`src/rtl/nios2_oci_trace_pkg.sv`:
```
// Shared constants, FSM states and output word layout for the OCI trace DCT packer.
package nios2_oci_trace_pkg;

  localparam int unsigned CODE_W = 2;
  localparam int unsigned SLOTS  = 15;
  localparam int unsigned BUF_W  = CODE_W * SLOTS;
  localparam int unsigned CNT_W  = 4;

  typedef enum logic [1:0] {
    ACCUM,
    FLUSH,
    LAST,
    DONE
  } state_e;

  typedef struct packed {
    logic [CNT_W-1:0] dct_count;
    logic [BUF_W-1:0] dct_buffer;
  } dct_word_t;

endpackage

```
`src/rtl/nios2_oci_dct_accum.sv`:
```
// Right-aligned code shift register with slot counter; clear and shift may combine
// so that a code arriving with a word hand-off lands in slot 1 of the fresh word.
module nios2_oci_dct_accum
  import nios2_oci_trace_pkg::*;
(
  input  logic              clk_i,
  input  logic              rst_ni,
  input  logic              shift_i,
  input  logic              clear_i,
  input  logic [CODE_W-1:0] code_i,
  output logic [BUF_W-1:0]  acc_o,
  output logic [BUF_W-1:0]  shifted_o,
  output logic [CNT_W-1:0]  cnt_o
);

  logic [BUF_W-1:0] acc_q, acc_d, base_acc;
  logic [CNT_W-1:0] cnt_q, cnt_d, base_cnt;

  always_comb begin
    base_acc = clear_i ? '0 : acc_q;
    base_cnt = clear_i ? '0 : cnt_q;
    acc_d    = base_acc;
    cnt_d    = base_cnt;
    if (shift_i) begin
      acc_d = {base_acc[BUF_W-CODE_W-1:0], code_i};
      cnt_d = base_cnt + CNT_W'(1);
    end
  end

  always_ff @(posedge clk_i or negedge rst_ni) begin
    if (!rst_ni) begin
      acc_q <= '0;
      cnt_q <= '0;
    end else begin
      acc_q <= acc_d;
      cnt_q <= cnt_d;
    end
  end

  assign acc_o     = acc_q;
  assign cnt_o     = cnt_q;
  assign shifted_o = {acc_q[BUF_W-CODE_W-1:0], code_i};

endmodule

```
`src/rtl/nios2_oci_dct_packer.sv`:
```
// Packs 2-bit DCT trace codes into 15-slot words, double-buffered behind a valid/ready
// output, and sequences the end-of-test flush and test_ending/test_has_ended pair.
module nios2_oci_dct_packer
  import nios2_oci_trace_pkg::*;
(
  input  logic              clk,
  input  logic              reset_n,
  input  logic              code_valid,
  input  logic [CODE_W-1:0] code,
  output logic              code_ready,
  input  logic              end_req,
  output logic              dct_valid,
  input  logic              dct_ready,
  output logic [BUF_W-1:0]  dct_buffer,
  output logic [CNT_W-1:0]  dct_count,
  output logic              test_ending,
  output logic              test_has_ended
);

  state_e           state_q, state_d;
  logic             en_q;
  logic             valid_q;
  dct_word_t        out_q, load_word;
  logic             ending_q, ending_d;
  logic             ended_q;

  logic             shift, clear, load;
  logic             out_free, xfer;
  logic [BUF_W-1:0] acc, shifted;
  logic [CNT_W-1:0] cnt;

  nios2_oci_dct_accum u_accum (
    .clk_i     (clk),
    .rst_ni    (reset_n),
    .shift_i   (shift),
    .clear_i   (clear),
    .code_i    (code),
    .acc_o     (acc),
    .shifted_o (shifted),
    .cnt_o     (cnt)
  );

  assign out_free   = !valid_q | dct_ready;
  // en_q holds code_ready low for the first cycle after reset release.
  assign code_ready = en_q & (state_q == ACCUM) & ((cnt < CNT_W'(SLOTS)) | out_free);
  assign xfer       = code_valid & code_ready;

  always_comb begin
    state_d   = state_q;
    shift     = 1'b0;
    clear     = 1'b0;
    load      = 1'b0;
    load_word = '0;
    ending_d  = 1'b0;
    case (state_q)
      ACCUM: begin
        if (cnt == CNT_W'(SLOTS)) begin
          if (out_free) begin
            load      = 1'b1;
            load_word = '{dct_count: CNT_W'(SLOTS), dct_buffer: acc};
            clear     = 1'b1;
            shift     = xfer;
          end
        end else if (xfer) begin
          // The 15th code goes straight to the output register when it is free.
          if (cnt == CNT_W'(SLOTS - 1) && out_free) begin
            load      = 1'b1;
            load_word = '{dct_count: CNT_W'(SLOTS), dct_buffer: shifted};
            clear     = 1'b1;
          end else begin
            shift = 1'b1;
          end
        end
        if (end_req) state_d = FLUSH;
      end
      FLUSH: begin
        if (cnt != '0) begin
          if (out_free) begin
            load      = 1'b1;
            load_word = '{dct_count: cnt, dct_buffer: acc};
            clear     = 1'b1;
            state_d   = LAST;
          end
        end else if (out_free) begin
          state_d  = DONE;
          ending_d = 1'b1;
        end
      end
      LAST: begin
        if (valid_q && dct_ready) begin
          state_d  = DONE;
          ending_d = 1'b1;
        end
      end
      DONE:    state_d = DONE;
      default: state_d = ACCUM;
    endcase
  end

  always_ff @(posedge clk or negedge reset_n) begin
    if (!reset_n) begin
      state_q  <= ACCUM;
      en_q     <= 1'b0;
      valid_q  <= 1'b0;
      out_q    <= '0;
      ending_q <= 1'b0;
      ended_q  <= 1'b0;
    end else begin
      state_q  <= state_d;
      en_q     <= (state_d == ACCUM);
      ending_q <= ending_d;
      ended_q  <= ended_q | ending_d;
      if (load) begin
        valid_q <= 1'b1;
        out_q   <= load_word;
      end else if (dct_ready) begin
        valid_q <= 1'b0;
      end
    end
  end

  assign dct_valid      = valid_q;
  assign dct_buffer     = out_q.dct_buffer;
  assign dct_count      = out_q.dct_count;
  assign test_ending    = ending_q;
  assign test_has_ended = ended_q;

endmodule

```
`config.mk`:
```
export PLATFORM = sky130hd
export DESIGN_NAME = nios2_oci_dct_packer
export DESIGN_NICKNAME = d
export VERILOG_FILES = /design/src/rtl/nios2_oci_trace_pkg.sv /design/src/rtl/nios2_oci_dct_accum.sv /design/src/rtl/nios2_oci_dct_packer.sv
export SDC_FILE = /design/constraint.sdc
export NUM_CORES = 1
export LEC_CHECK = 0
export ABC_AREA = 1
export BUFFER_PORTS_ARGS = -buffer_cell sky130_fd_sc_hd__buf_2
export CELL_PAD_IN_SITES_DETAIL_PLACEMENT = 0
export CELL_PAD_IN_SITES_GLOBAL_PLACEMENT = 1
export CORE_MARGIN = 2
export CORE_UTILIZATION = 41
export CTS_BUF_LIST = sky130_fd_sc_hd__clkbuf_4
export DETAILED_ROUTE_END_ITERATION = 16
export PLACE_DENSITY_LB_ADDON = 0.1
export SYNTH_ARGS = -nofsm -noshare
export SYNTH_HDL_FRONTEND = slang
export SYNTH_SLANG_ARGS = --single-unit
```
`constraint.sdc`:
```
create_clock -name clk -period 2 [get_ports clk]
set_clock_uncertainty 0.05 [all_clocks]
set_input_delay 0.1 -clock clk [delete_from_list [all_inputs] [get_ports clk]]
set_output_delay 0.1 -clock clk [all_outputs]
set_load 0.02 [all_outputs]
```
**Word level (Yosys, flattened, before mapping)**

Index checks and enable logic that the tools add are counted.

- Register bits after elaboration: 74
- Input port bits: 7
- Output and inout bits: 38

- Magnitude comparators: 1
- Reduce and logical (&&, ||, !) cells: 8
- Add/subtract/negate cells: 1
- Multiplexer cells: 33
- Bitwise operators: 6
- Equality and inequality tests: 5

Operator list:

| cell | count |
|---|---|
| 34-bit 2-to-1 mux | 6 |
| 34-bit case mux with 2 select lines | 1 |
| 30-bit 2-to-1 mux | 2 |
| 1-bit 2-to-1 mux | 14 |
| 2-bit 2-to-1 mux | 5 |
| 4-bit equality test (second input constant) | 2 |
| 4-bit 2-to-1 mux | 2 |
| 2-bit case mux with 4 select lines | 1 |
| 4-bit by 1-bit adder with 4-bit output (second input constant) | 1 |
| 2-bit equality test (second input constant) | 2 |
| 2-bit zero test | 2 |
| 4-bit < comparator (second input constant) | 1 |
| 1-bit case mux with 2 select lines | 2 |
| 2-bit nonzero test | 2 |
| 4-bit nonzero test | 1 |
| 1-bit AND | 3 |
| 1-bit OR | 3 |
| 2-bit by 1-bit equality test with 1-bit output (second input constant) | 1 |
| 1-bit logical AND | 2 |
| 1-bit zero test | 1 |

**Depth between registers and ports, before layout**

- Word-level depth: 11
- Gate-level depth with buffers: 15
- Mapped depth without buffers: 14

**Hierarchy**

From an unflattened synthesis, not the netlist that was laid out.

- Cells, all modules: 555
- Area total of the unflattened synthesis: 4206.5 um^2

By module, submodules not included:

| module | instances | area each (um^2) | cells each |
|---|---|---|---|
| nios2_oci_dct_packer | 1 | 2588.7 | 381 |
| nios2_oci_dct_accum | 1 | 1617.8 | 174 |

**Least setup slack after synthesis**

No wires, ideal clock.

- Kind: register -> register
- Start point: register state_q[0]
- End point: register u_accum.cnt_q[1], in the netlist u_accum.cnt_o[1]
- Arrival: 1.828 ns
- Buffers on the path: 1
- Slack: 0.003 ns
- Setup time: 0.119 ns
- Required time: 1.831 ns
- Clock period less this slack: 1.997 ns
- Cell stages (with the launch flop): 14
- Cells stage by stage: dfrtp_1 > inv_1 > ha_1 > nand2_1 > inv_1 > nand3_2 > o21bai_4 > nand2_4 > buf_6 > nand2_2 > nor2_1 > ha_1 > nand2_1 > nand2_1

- Cells in the longest elaborated chain, start to end: 10
- Elaborated cells between the ends (all ways): 15
- Classes of those cells: add/sub (1); eq/ne (1); mux (9); bitwise (3); reduce/logical (1)

RTL lines:

| element | RTL line | RTL |
|---|---|---|
| start: declaration | nios2_oci_dct_packer.sv:20 | `state_e state_q, state_d;` |
| start signal: assignment | nios2_oci_dct_packer.sv:109 | `state_q <= state_d;` |
| 2-bit zero test | nios2_oci_dct_packer.sv:45, nios2_oci_dct_packer.sv:55 |  |
| 1-bit AND (2 in series) | nios2_oci_dct_packer.sv:45 | `assign code_ready = en_q & (state_q == ACCUM) & ((cnt < CNT_W'(SLOTS)) \| out_free);` |
| 1-bit AND | nios2_oci_dct_packer.sv:46 | `assign xfer = code_valid & code_ready;` |
| 1-bit 2-to-1 mux | nios2_oci_dct_packer.sv:64 | `end else if (xfer) begin` |
| 1-bit 2-to-1 mux | nios2_oci_dct_packer.sv:57 | `if (cnt == CNT_W'(SLOTS)) begin` |
| 1-bit case mux with 2 select lines | nios2_oci_dct_packer.sv:55 | `case (state_q)` |
| 4-bit 2-to-1 mux | nios2_oci_dct_accum.sv:21 | `base_cnt = clear_i ? '0 : cnt_q;` |
| 4-bit by 1-bit adder with 4-bit output | nios2_oci_dct_accum.sv:26 | `cnt_d = base_cnt + CNT_W'(1);` |
| 4-bit 2-to-1 mux * | nios2_oci_dct_accum.sv:24 | `if (shift_i) begin` |
| via u_accum.cnt_d[1] | nios2_oci_dct_accum.sv:17 | `logic [CNT_W-1:0] cnt_q, cnt_d, base_cnt;` |
| end signal: assignment | nios2_oci_dct_accum.sv:36 | `cnt_q <= cnt_d;` |
| end: declaration | nios2_oci_dct_accum.sv:17 |  |

Mark *: on every way through the listed nets, which the timed path passes. The rest lies on a longest branch.
A chain may end at the register's enable or synchronous reset.

**Worst setup path in the final report**

- Start point: register state_q[1]
- End point: register u_accum.cnt_q[2], in the netlist u_accum.cnt_o[2]

The elaborated chain is that of the path after synthesis.

==> run_results.csv <==
group,metric,value,unit
sta,min_period,1.878,ns
setup_path,r2r-start,"state_q[1]",
setup_path,r2r-end,"u_accum.cnt_o[2]",
final_layout,insertedDiodeCount,0,
final_layout,layout_commonest_cell,"nand2_1",
final_layout,layout.nets,555,
clocking,clk_latency,0.43,ns
power,power_density,767.9,nW/µm²
grt,grt_pass1_wl,16750,µm
sta,timing.fmax,532.4,MHz
setup_path,start_kind,"flop",
synth,seq_area_frac_synth,46.34,%
clocking,clkTransAtPathRegs,0.11,ns
route,drt_wl_total,10110,µm
synth,syn_inst,503,
clocking,cts_max_path_buffers,2,
setup_path,path_buf_inv,3,
setup_path,reg2reg_slack,0.12,ns
sta,worst_pin_slew,0.5978,ns
die,die_x,102.7,µm
route,wl_per_cell,14.94,µm
synth,synth_top_family_by_area,"simple AND/OR/NAND/NOR gates",
min_path,hold_class,"input pin to flop",
sta,min_period_over_period,93.92,%
clocking,numCtsBuffers,9,
placement,place.gp.congestion,0.7806,
synth,synth_cell_types,25,
die,io_pins,45,
placement,pre_cts_ws,0.01413,ns
synth,synth_top_area_cell,"dfrtp_1",
die,chipHeight,102.7,µm
sta,setup_violations,0,
sta,fin_ws,0.1216,ns
synth,synth.area.mux_share,0,%
route,vias,3543,
die,start_util,41.65,%
sta,drv_slew,0,
run_status,status,"complete, no violations",
synth,synth-compound-area-share,5.510,%
route,ant_nets,0,
setup_path,cp_num_cells,14,
setup_path,rr_worst_depth,14,
route,drc,0,
grt,grt_overflow,0,
synth,synthAdderAreaFrac,1.879,%
sta,hold_viol,0,
synth,ys_seq_elements,74,
clocking,post-cts-setup-buffers,0,
setup_path,cp_top_family,"simple AND/OR/NAND/NOR gates",
setup_path,worstPathArrival,2.15,ns
placement,io_buffers,44,
sta,whs,0.01890,ns
setup_path,worstPathCellList,"inv_2 > ha_4 > nand2_4 > inv_2 > nand3_4 > o21bai_4 > nand2_4 > nand2_4 > nor2_1 > ha_1 > nand2_1 > inv_1 > nand2_1 > nand2_1",
clocking,cts_sinks,74,
synth,synth_area,3996,µm²
sta,fin_tns_setup,0,ns
grt,antenna_found_initial,0,
min_path,min_from,"dct_ready",
synth,yosysWarnings,0,
synth,synth_nets,516,
final_layout,final_area,4499,µm²
synth,synth_xor_area_share,0.2192,%
setup_path,cp-end-kind,"flop",
min_path,min_to,"dct_valid",
synth,synth_top_area_share,46.34,%
synth,synth_area_leaders,"dfrtp_1 (46%), nand3_1 (12%), nand2_1 (10%), nand4_1 (9.7%), inv_1 (4.5%)",
grt,grt_use_total,20.48,%
placement,placed_cell_area,4328,µm²
grt,grt_pass1_vias,3289,
final_layout,drive_gt1_share,17.46,%
die,rows,36,
grt,grt_start_max_net_pins,84,
final_layout,fillers,1004,
route,viasPerCell,5.233,
setup_path,critPathKind,"flop to flop",
sta,relSlewSlack,60.09,%
setup_path,required,2.28,ns
power,vdd_drop_max,0.5896,mV
flow_run,maxCapViolations,0,
setup_path,cp_max_fo,5,
die,coreArea,9594,µm²
synth,syn_area_per_cell,7.945,µm²
route,first_iter_violations,157,
setup_path,crit_path_max_incr_delay,0.44,ns
clocking,cts-root-buf,"clkbuf_4",
power,p_leak,2.356,nW
min_path,holdPathStages,4,
clocking,cts_max_level,3,
placement,dpl.hpwl,6245,µm
final_layout,areaGrowthSynthToFinish,12.59,%
final_layout,final_cell_mix,"nand2_1 (108), nand3_1 (97), dfrtp_1 (74)",
die,dieArea,10550,µm²
synth,synth-simple-area-share,35.57,%
setup_path,critPathSlowestCell,"dfrtp_1",
route,drt_pre_antenna_iters,4,
clocking,cts_tree,"yes",
layer usage:
metal,track usage [%],wire (µm)
met5,0,0
met4,8.308,182
met3,2.780,513
met2,31.83,4535
met1,28.88,4881
Yosys cell counts:
cell type,instances
nor3_1,2
nor2_1,10
inv_1,48
xor2_1,1
nand2_1,110
a211oi_1,1
a22oi_1,2
buf_6,3
buf_2,14
inv_2,1
ha_1,6
o21ai_0,34
nand4_1,62
buf_4,11
clkbuf_1,13
or2_2,1
nand2_4,1
nand3_2,1
dfrtp_1,74
nand3_1,98
o21bai_4,1
nor2_2,2
a2bb2oi_1,1
nand2_2,5
nor2_4,1
worst max path at each step:
stage | startpoint | endpoint | slack (ns)
finish | state_q[1] | u_accum.cnt_o[2] | 0.12
global route | state_q[1] | u_accum.cnt_o[1] | -0.01
CTS | state_q[1] | u_accum.cnt_o[1] | 0.02
detailed placement | state_q[1] | u_accum.acc_o[18] | 0.01
global placement | u_accum.cnt_o[1] | u_accum.acc_o[11] | 0.08
floorplan | state_q[0] | u_accum.cnt_o[1] | 0.003
final cells by class:
cell class              count  area [µm²]  area share [%]
inverters                  49       183.9           4.088
clock buffers              11       82.58           1.835
clock inverters             2       7.507          0.1669
flip-flops and latches     74        1852           41.16
well taps                 133       166.4           3.699
multi-input cells         339        1770           39.35
repair buffers             69       436.7           9.705
cells by family (layout without fill, tap and decap cells):
| group | Yosys count | in the layout |
|---|---|---|
| AND/OR/NAND/NOR | 293 | 293 |
| XOR/XNOR | 1 | 1 |
| adder cells (fa/ha/maj) | 6 | 6 |
| buffers and inverters | 90 | 131 |
| AO/OA/AOI/OAI | 39 | 39 |
| flip-flops | 74 | 74 |
state kept, by name, indices dropped and copies added, names as in the netlist:
| signal | cells |
|---|---|
| u_accum.cnt_o | 4 |
| en_q | 1 |
| dct_count | 4 |
| u_accum.acc_o | 30 |
| test_ending | 1 |
| dct_valid | 1 |
| dct_buffer | 30 |
| test_has_ended | 1 |
| state_q | 2 |
metrics by stage:
step	cells	util, %	power, mW
after global placement	660	45.11	2.659
final	677	46.90	3.455
after floorplan	503	-	2.327
after detailed placement	660	45.11	2.674
after global routing	677	46.90	3.683
after CTS	677	46.51	3.457
where the power goes:
part,total [mW],leakage (nW),internal (mW),switching (mW)
Combinational,0.986,1.29,0.322,0.663
Clock,0.770,0.0537,0.257,0.513
Sequential,1.70,1.02,1.61,0.0861
Total,3.46,2.36,2.19,1.26
timing repair:
action | 4_1_cts | 5_1_grt
hold endpoints to repair | 77 | 0
endpoints found under the setup margin | 3 | 65
resized for setup | 1 | 9
hold buffers | 4 | 0
pin swaps | 0 | 1
tightest hold or removal path: stages:
cell and delay [ns]:
buf_2 0.09, inv_1 0.04, nand2_2 0.14, nand3_1 0.09
Power figures use the tool's default switching activity.
